===== src/rtl/jpeg_pad_serializer.sv =====
`default_nettype none
// ============================================================================
//  Module      : jpeg_pad_serializer
//  Description : Buffers 32-bit JPEG words plus the EOF partial word and
//                serializes them MSB-first onto a narrow valid/ready pad bus.
//  Revision    : 1.0 - initial release
// ============================================================================
module jpeg_pad_serializer #(
    parameter int OUT_W = 8,
    parameter int DEPTH = 4
) (
    input  logic                     clk,
    input  logic                     rst,
    input  logic [31:0]              JPEG_bitstream,
    input  logic                     data_ready,
    input  logic [4:0]               end_of_file_bitstream_count,
    input  logic                     eof_data_partial_ready,
    input  logic                     pad_rdy_i,
    output logic [OUT_W-1:0]         pad_dat_o,
    output logic                     pad_vld_o,
    output logic                     pad_last_o,
    output logic [4:0]               pad_eof_cnt_o,
    output logic                     ovf_o,
    output logic [$clog2(DEPTH):0]   fifo_lvl_o
);

    localparam int AW    = $clog2(DEPTH);
    localparam int LW    = AW + 1;
    localparam int BEATS = 32 / OUT_W;
    localparam int BCW   = (BEATS > 1) ? $clog2(BEATS) : 1;
    localparam int OSH   = $clog2(OUT_W);
    localparam int EW    = 38;

    localparam logic [0:0] S_IDLE = 1'b0;
    localparam logic [0:0] S_SEND = 1'b1;

    logic [0:0]       state_q, state_d;
    logic [EW-1:0]    mem_q [DEPTH];
    logic [EW-1:0]    mem_d [DEPTH];
    logic [AW-1:0]    wr_ptr_q, wr_ptr_d;
    logic [AW-1:0]    rd_ptr_q, rd_ptr_d;
    logic [LW-1:0]    lvl_q, lvl_d;
    logic [BCW-1:0]   bcnt_q, bcnt_d;
    logic             ovf_q, ovf_d;
    logic [OUT_W-1:0] pad_dat_q, pad_dat_d;
    logic             pad_last_q, pad_last_d;
    logic [4:0]       pad_eof_cnt_q, pad_eof_cnt_d;

    logic [EW-1:0]    head, e_full, e_eof, nxt_entry;
    logic             nxt_valid, accept, pop, push_full, push_eof;
    logic [LW-1:0]    free_slots;
    logic [5:0]       sh;
    logic [31:0]      shifted;

    // Index of the final beat: EOF entries send only the beats covering count.
    function automatic logic [BCW-1:0] last_idx(input logic [EW-1:0] e);
        logic [4:0] cnt;
        cnt = e[36:32];
        if (!e[37])
            return BCW'(BEATS - 1);
        if (cnt == 5'd0)
            return '0;
        return BCW'((cnt - 5'd1) >> OSH);
    endfunction

    always_ff @(posedge clk or posedge rst) begin
        if (rst)
            state_q <= S_IDLE;
        else
            state_q <= state_d;
    end

    always_ff @(posedge clk or posedge rst) begin
        if (rst) begin
            for (int i = 0; i < DEPTH; i++)
                mem_q[i] <= '0;
            wr_ptr_q      <= '0;
            rd_ptr_q      <= '0;
            lvl_q         <= '0;
            bcnt_q        <= '0;
            ovf_q         <= 1'b0;
            pad_dat_q     <= '0;
            pad_last_q    <= 1'b0;
            pad_eof_cnt_q <= 5'd0;
        end else begin
            for (int i = 0; i < DEPTH; i++)
                mem_q[i] <= mem_d[i];
            wr_ptr_q      <= wr_ptr_d;
            rd_ptr_q      <= rd_ptr_d;
            lvl_q         <= lvl_d;
            bcnt_q        <= bcnt_d;
            ovf_q         <= ovf_d;
            pad_dat_q     <= pad_dat_d;
            pad_last_q    <= pad_last_d;
            pad_eof_cnt_q <= pad_eof_cnt_d;
        end
    end

    // Next state: FIFO bookkeeping and selection of the entry/beat shown next cycle.
    always_comb begin
        head       = mem_q[rd_ptr_q];
        accept     = (state_q == S_SEND) && pad_rdy_i;
        pop        = accept && (bcnt_q == last_idx(head));
        free_slots = LW'(DEPTH) - lvl_q + LW'(pop);
        push_full  = data_ready && (free_slots != '0);
        push_eof   = eof_data_partial_ready &&
                     (free_slots >= (data_ready ? LW'(2) : LW'(1)));
        ovf_d      = ovf_q | (data_ready & ~push_full) |
                     (eof_data_partial_ready & ~push_eof);

        // Stored EOF data is pre-masked so tail bits beyond count read as zero.
        e_full = {1'b0, 5'd0, JPEG_bitstream};
        e_eof  = {1'b1, end_of_file_bitstream_count,
                  JPEG_bitstream & ~(32'hFFFF_FFFF >> end_of_file_bitstream_count)};

        mem_d = mem_q;
        if (push_full)
            mem_d[wr_ptr_q] = e_full;
        if (push_eof)
            mem_d[push_full ? wr_ptr_q + AW'(1) : wr_ptr_q] = e_eof;

        wr_ptr_d = wr_ptr_q + AW'(push_full) + AW'(push_eof);
        rd_ptr_d = rd_ptr_q + AW'(pop);
        lvl_d    = lvl_q - LW'(pop) + LW'(push_full) + LW'(push_eof);

        nxt_valid = 1'b1;
        nxt_entry = head;
        if ((state_q == S_SEND) && !pop) begin
            bcnt_d = bcnt_q + BCW'(accept);
        end else begin
            bcnt_d = '0;
            // Bypass a fresh write straight to the output when nothing is queued.
            if ((lvl_q - LW'(pop)) != '0)
                nxt_entry = mem_q[rd_ptr_d];
            else if (push_full)
                nxt_entry = e_full;
            else if (push_eof)
                nxt_entry = e_eof;
            else
                nxt_valid = 1'b0;
        end
        state_d = nxt_valid ? S_SEND : S_IDLE;
    end

    always_comb begin
        sh            = 6'(bcnt_d) * 6'(OUT_W);
        shifted       = nxt_entry[31:0] << sh;
        pad_dat_d     = nxt_valid ? shifted[31 -: OUT_W] : '0;
        pad_last_d    = nxt_valid && nxt_entry[37] && (bcnt_d == last_idx(nxt_entry));
        pad_eof_cnt_d = pad_last_d ? nxt_entry[36:32] : 5'd0;
    end

    assign pad_vld_o     = (state_q == S_SEND);
    assign pad_dat_o     = pad_dat_q;
    assign pad_last_o    = pad_last_q;
    assign pad_eof_cnt_o = pad_eof_cnt_q;
    assign ovf_o         = ovf_q;
    assign fifo_lvl_o    = lvl_q;

endmodule
`default_nettype wire


===== config.mk =====
export PLATFORM = sky130hd
export DESIGN_NAME = jpeg_pad_serializer
export DESIGN_NICKNAME = d
export VERILOG_FILES = /design/src/rtl/jpeg_pad_serializer.sv
export SDC_FILE = /design/constraint.sdc
export NUM_CORES = 1
export LEC_CHECK = 0
export BUFFER_PORTS_ARGS = -buffer_cell sky130_fd_sc_hd__buf_2
export CAP_MARGIN = 40
export CORE_UTILIZATION = 40
export CTS_BUF_LIST = sky130_fd_sc_hd__clkbuf_16
export DETAILED_ROUTE_END_ITERATION = 8
export PLACE_DENSITY = 0.57
export SYNTH_ARGS = -nofsm -noshare
export SYNTH_HDL_FRONTEND = slang
export SYNTH_SLANG_ARGS = --single-unit

===== constraint.sdc =====
create_clock -name clk -period 6.8 [get_ports clk]
set_clock_uncertainty 0.2 [all_clocks]
set_input_delay 0 -clock clk [delete_from_list [all_inputs] [get_ports clk]]
set_output_delay 0 -clock clk [all_outputs]
set_load 0.005 [all_outputs]

==> Implementation_results.wiki <==
{| class="wikitable"
! Metric !! Value
|-
| Status || completed
|-
| WP data arrival || 6.00 ns
|-
| Area used by sequential logic in the layout || 0.00443 sq mm
|-
| Clock transition time at the flip-flop clock pins of the worst setup and hold paths || 0.07 ns
|-
| Register bit total from synthesis || approximately 180
|-
| Post-route clock period utilization || 86.4%
|-
| Die Span Y || 162 um
|-
| Number of cells produced by synthesis || ~1,000
|-
| Wire length of the first global-routing pass || around 50,000 um
|-
| I/O pin count || 61
|-
| Syn nets || around 1,100
|-
| Count of cell types in the netlist || 56
|-
| CTS Buf Count || 17
|-
| Area of combinational cells with multiple inputs || 0.00549 sq mm
|-
| Post-detailed-route wirelength per cell || about 22 um
|-
| Post-synth EDFFs || 0
|-
| Mean instance size in the synthesized netlist || 10.2 sq um
|-
| DRC viols || 0
|-
| CTS tree || built
|-
| Class of the worst hold path || primary input to flop
|-
| Chip width || around 160 um
|-
| Worst IR drop on VDD || about 290 uV
|-
| DRC violation total after the first TritonRoute iteration || a little over 600
|-
| Setup WS pre-CTS || roughly 1.1 ns
|-
| Total length of routed wires || around 32,000 um
|-
| First-pass DRT Iterations || 5
|-
| Area of the die || ~0.026 sq mm
|-
| Post-placement cell area || approximately 0.011 sq mm
|-
| Synth warn || 0
|-
| Layout overhead on the synthesized area || 17.4%
|-
| Fraction of the yosys area taken by sequential cells || a little over two fifths
|-
| Unrepaired setup endpoints after global routing || false
|-
| Post-layout nets || 1,139
|-
| Maximum fanout along the worst path || 27
|-
| Setup slack after layout || 0.924 ns
|-
| Final hold slack || 0.0805 ns
|-
| Effective utilization at floorplan || roughly 41%
|-
| Cells along the critical path || mux4_1 > o41a_1 > or3_4 > a21oi_2 > nand3_1 > inv_1 > ha_1 > ha_1 > nand2b_1 > a211o_1 > nand2_1 > clkinv_1 > o21a_1 > buf_4 > nand2_1 > o21ai_0 > dlygate4sd3_1
|-
| Clk Latency, worst-skew pair || 0.44 ns
|-
| Largest net degree at the start of global routing || between 60 and 70
|-
| Vias after detailed routing || 8,479
|-
| Total power divided by cell area || ~560 mW/mm^2
|-
| Startpoint type of the worst setup path || flop
|-
| Kind of cell adding the most delay to the critical path || buffers and inverters
|-
| Critical path class || flop to flop
|-
| Slowest cell delay on critical path || between 0.7 and 0.8 ns
|-
| Number of max-slew violations in the final report || 0
|-
| Worst Max-Slew Pin Slew || a little under 0.9 ns
|-
| Sum of overflow across all layers after global routing || 0
|-
| Fin. Hold Viols || 0
|-
| Post-CTS resize count || 0
|-
| Library cell used as clock root buffer || clkbuf_16
|-
| Sum of net half-perimeters after detailed placement || ~21,000 um
|-
| Final ANT Viol Nets || 0
|-
| Number of buffers and inverters on the critical path || 4
|-
| Most frequently used flop master after synthesis || dfrtp_1
|-
| Post CTS Setup Buffer Count || 0
|-
| Clock sink count || between 150 and 200
|-
| Tightest slew margin relative to the limit || around two fifths
|-
| Shortest period the worst path allows || between 5 and 6 ns
|-
| GPL Wtd Cong || approximately 0.87
|-
| Utilization of the core after routing || a little under half
|-
| Cell area after synthesis || about 0.01 sq mm
|-
| Number of max-cap violations || 0
|-
| Cell at the slowest stage of the critical path || mux4_1
|-
| Leakage power figure || between 0.005 and 0.006 uW
|-
| Diodes inserted || 0
|-
| Maximum clock frequency || roughly 0.17 GHz
|-
| Worst Setup End Kind || flop
|-
| Longest Clk Path Bufs || 2
|-
| Number of rows in the core area || a little under 60
|-
| Initial antenna violation count || 0
|-
| Number of global-route vias before repair || roughly 8,400
|-
| Number of H-tree levels || 4
|-
| Required time of the critical path || 6.92 ns
|-
| Cell area after layout || approximately 0.012 sq mm
|-
| Share of post-route cells with drive strength above 1 || around a fifth
|-
| IO Port Bufs || 60
|-
| Endpoints failing setup || 0
|-
| Placeable core region || 0.0251 sq mm
|-
| Number of fillers in the final layout || 2,342
|-
| FFs w/ async S/R, synth || between 90% and 100%
|-
| Total negative slack || 0 ns
|-
| Routed vias/inst || 5.95
|-
| Overall routing resource usage || roughly 25%
|}
==> cell families (layout without fill, tap and decap cells) <==
kind of cell | Yosys count | count (layout) | share of synthesized area, %
AO/OA/AOI/OAI | 300 | 300 | 17.7
AND/OR/NAND/NOR | 264 | 264 | 11.6
flip-flops | 177 | 177 | 43.3
multiplexers | 146 | 146 | 21.3
buffers and inverters | 94 | 186 | 3.56
adder cells (fa/ha/maj) | 15 | 15 | 1.98
XOR/XNOR | 7 | 7 | 0.673
==> layout by cell type, fill, tap and decap left out, drive strengths merged, types with 3 or more instances in the layout <==
master / instances
xnor2: 4
a211o: 3
o211ai: 4
o21a: 4
a22o: 20
mux2i: 65
nor3: 15
clkinvlp: 3
a31oi: 3
inv: 28
mux4: 54
a21oi: 65
nand2b: 4
mux2: 27
bufinv: 3
nand3: 37
nand2: 135
nor2: 32
and3: 31
nor2b: 4
o21ai: 142
a211oi: 34
clkbuf: 17
clkinv: 4
dfrtp: 177
ha: 13
buf: 88
dlygate4sd3: 43
xor2: 3
o31ai: 4
==> area by class of cell <==
cell class / count / share of cell area (%)
Clock buffer: 17 / 3.54
Timing Repair Buffer: 131 / 8.22
Tap cell: 330 / 3.44
Sequential cell: 177 / 36.9
Multi-Input combinational cell: 732 / 45.7
Inverter: 23 / 0.760
Clock inverter: 15 / 1.50
==> path summary, 6_finish.rpt <==
kind | start | cells after the start | endpoint | slack [ns]
max | rd_ptr_q[0] | 17 | mem_q[79] | 0.92
min | end_of_file_bitstream_count[3] | 5 | mem_q[97] | 0.08
max reg2reg | rd_ptr_q[0] | 17 | mem_q[79] | 0.92
min reg2reg | ovf_o | 2 | ovf_o | 0.31
max in group asynchronous | rst | 7 | mem_q[116] | 4.58
min in group asynchronous | rst | 4 | fifo_lvl_o[2] | 0.48
==> state kept, by name (all words and copies together), names as in the netlist <==
| name | flops |
|---|---|
| bcnt_q | 2 |
| fifo_lvl_o | 3 |
| mem_q | 152 |
| ovf_o | 1 |
| pad_dat_o | 8 |
| pad_eof_cnt_o | 5 |
| pad_last_o | 1 |
| pad_vld_o | 1 |
| rd_ptr_q | 2 |
| wr_ptr_q | 2 |
==> worst reg2reg max path, stage by stage (launching register included) <==
cell and delay [ns]:
dfrtp_2 0.58, mux4_1 0.74, o41a_1 0.39, or3_4 0.35, a21oi_2 0.20, nand3_1 0.13
inv_1 0.11, ha_1 0.27, ha_1 0.28, nand2b_1 0.15, a211o_1 0.36, nand2_1 0.27
clkinv_1 0.46, o21a_1 0.27, buf_4 0.23, nand2_1 0.12, o21ai_0 0.07, dlygate4sd3_1 0.57
==> through the flow <==
step,cells,total power (uW)
floorplan,1003,4530
global placement,1347,5580
detailed placement,1350,5650
CTS,1425,6740
global route,1425,7200
finish,1425,6760
==> cell usage after synthesis, types with 3 or more instances <==
| library cell | n | area [sq um] |
|---|---|---|
| a31oi_1 | 3 | 18.8 |
| nor2b_1 | 4 | 25.0 |
| dfrtp_1 | 177 | 4430 |
| a21oi_1 | 62 | 310 |
| o31ai_1 | 4 | 30.0 |
| nand2b_1 | 4 | 25.0 |
| xor2_1 | 3 | 26.3 |
| o211ai_1 | 4 | 30.0 |
| buf_2 | 3 | 15.0 |
| inv_1 | 22 | 82.6 |
| buf_1 | 15 | 56.3 |
| nor3_1 | 15 | 75.1 |
| o21a_1 | 4 | 30.0 |
| o21ai_0 | 139 | 696 |
| a21oi_2 | 3 | 26.3 |
| a211oi_1 | 33 | 248 |
| mux2i_1 | 65 | 651 |
| clkbuf_1 | 52 | 195 |
| mux4_2 | 52 | 1170 |
| xnor2_1 | 3 | 26.3 |
| mux2_2 | 27 | 304 |
| nand3_1 | 37 | 185 |
| o21ai_1 | 3 | 15.0 |
| nor2_1 | 32 | 120 |
| a211o_1 | 3 | 26.3 |
| nand2_1 | 135 | 507 |
| and3_1 | 31 | 194 |
| ha_1 | 13 | 163 |
| a22o_1 | 20 | 175 |
==> layer usage <==
layer / routed length (um) / vias to the layer above / track usage [%]
met5: 0 / - / 0
met4: 595 / 0 / 7.03
met3: 1700 / 47 / 4.21
met2: 14800 / 281 / 40.4
met1: 14600 / 4269 / 35.6
li1: - / 3882 / -
==> what timing repair did <==
item,CTS,global route
hold buffers,43,0
setup endpoints to repair,0,0
endpoints found under the hold margin,239,0
==> where the power goes <==
part | total, uW | leakage [uW] | switching [uW] | internal (uW)
Combinational | 3840 | 0.00297 | 2180 | 1660
Sequential | 1870 | 0.00221 | 317 | 1550
Clock | 1050 | 0.000291 | 466 | 583
Total | 6760 | 0.00547 | 2970 | 3790
Power figures use the tool's default switching activity.
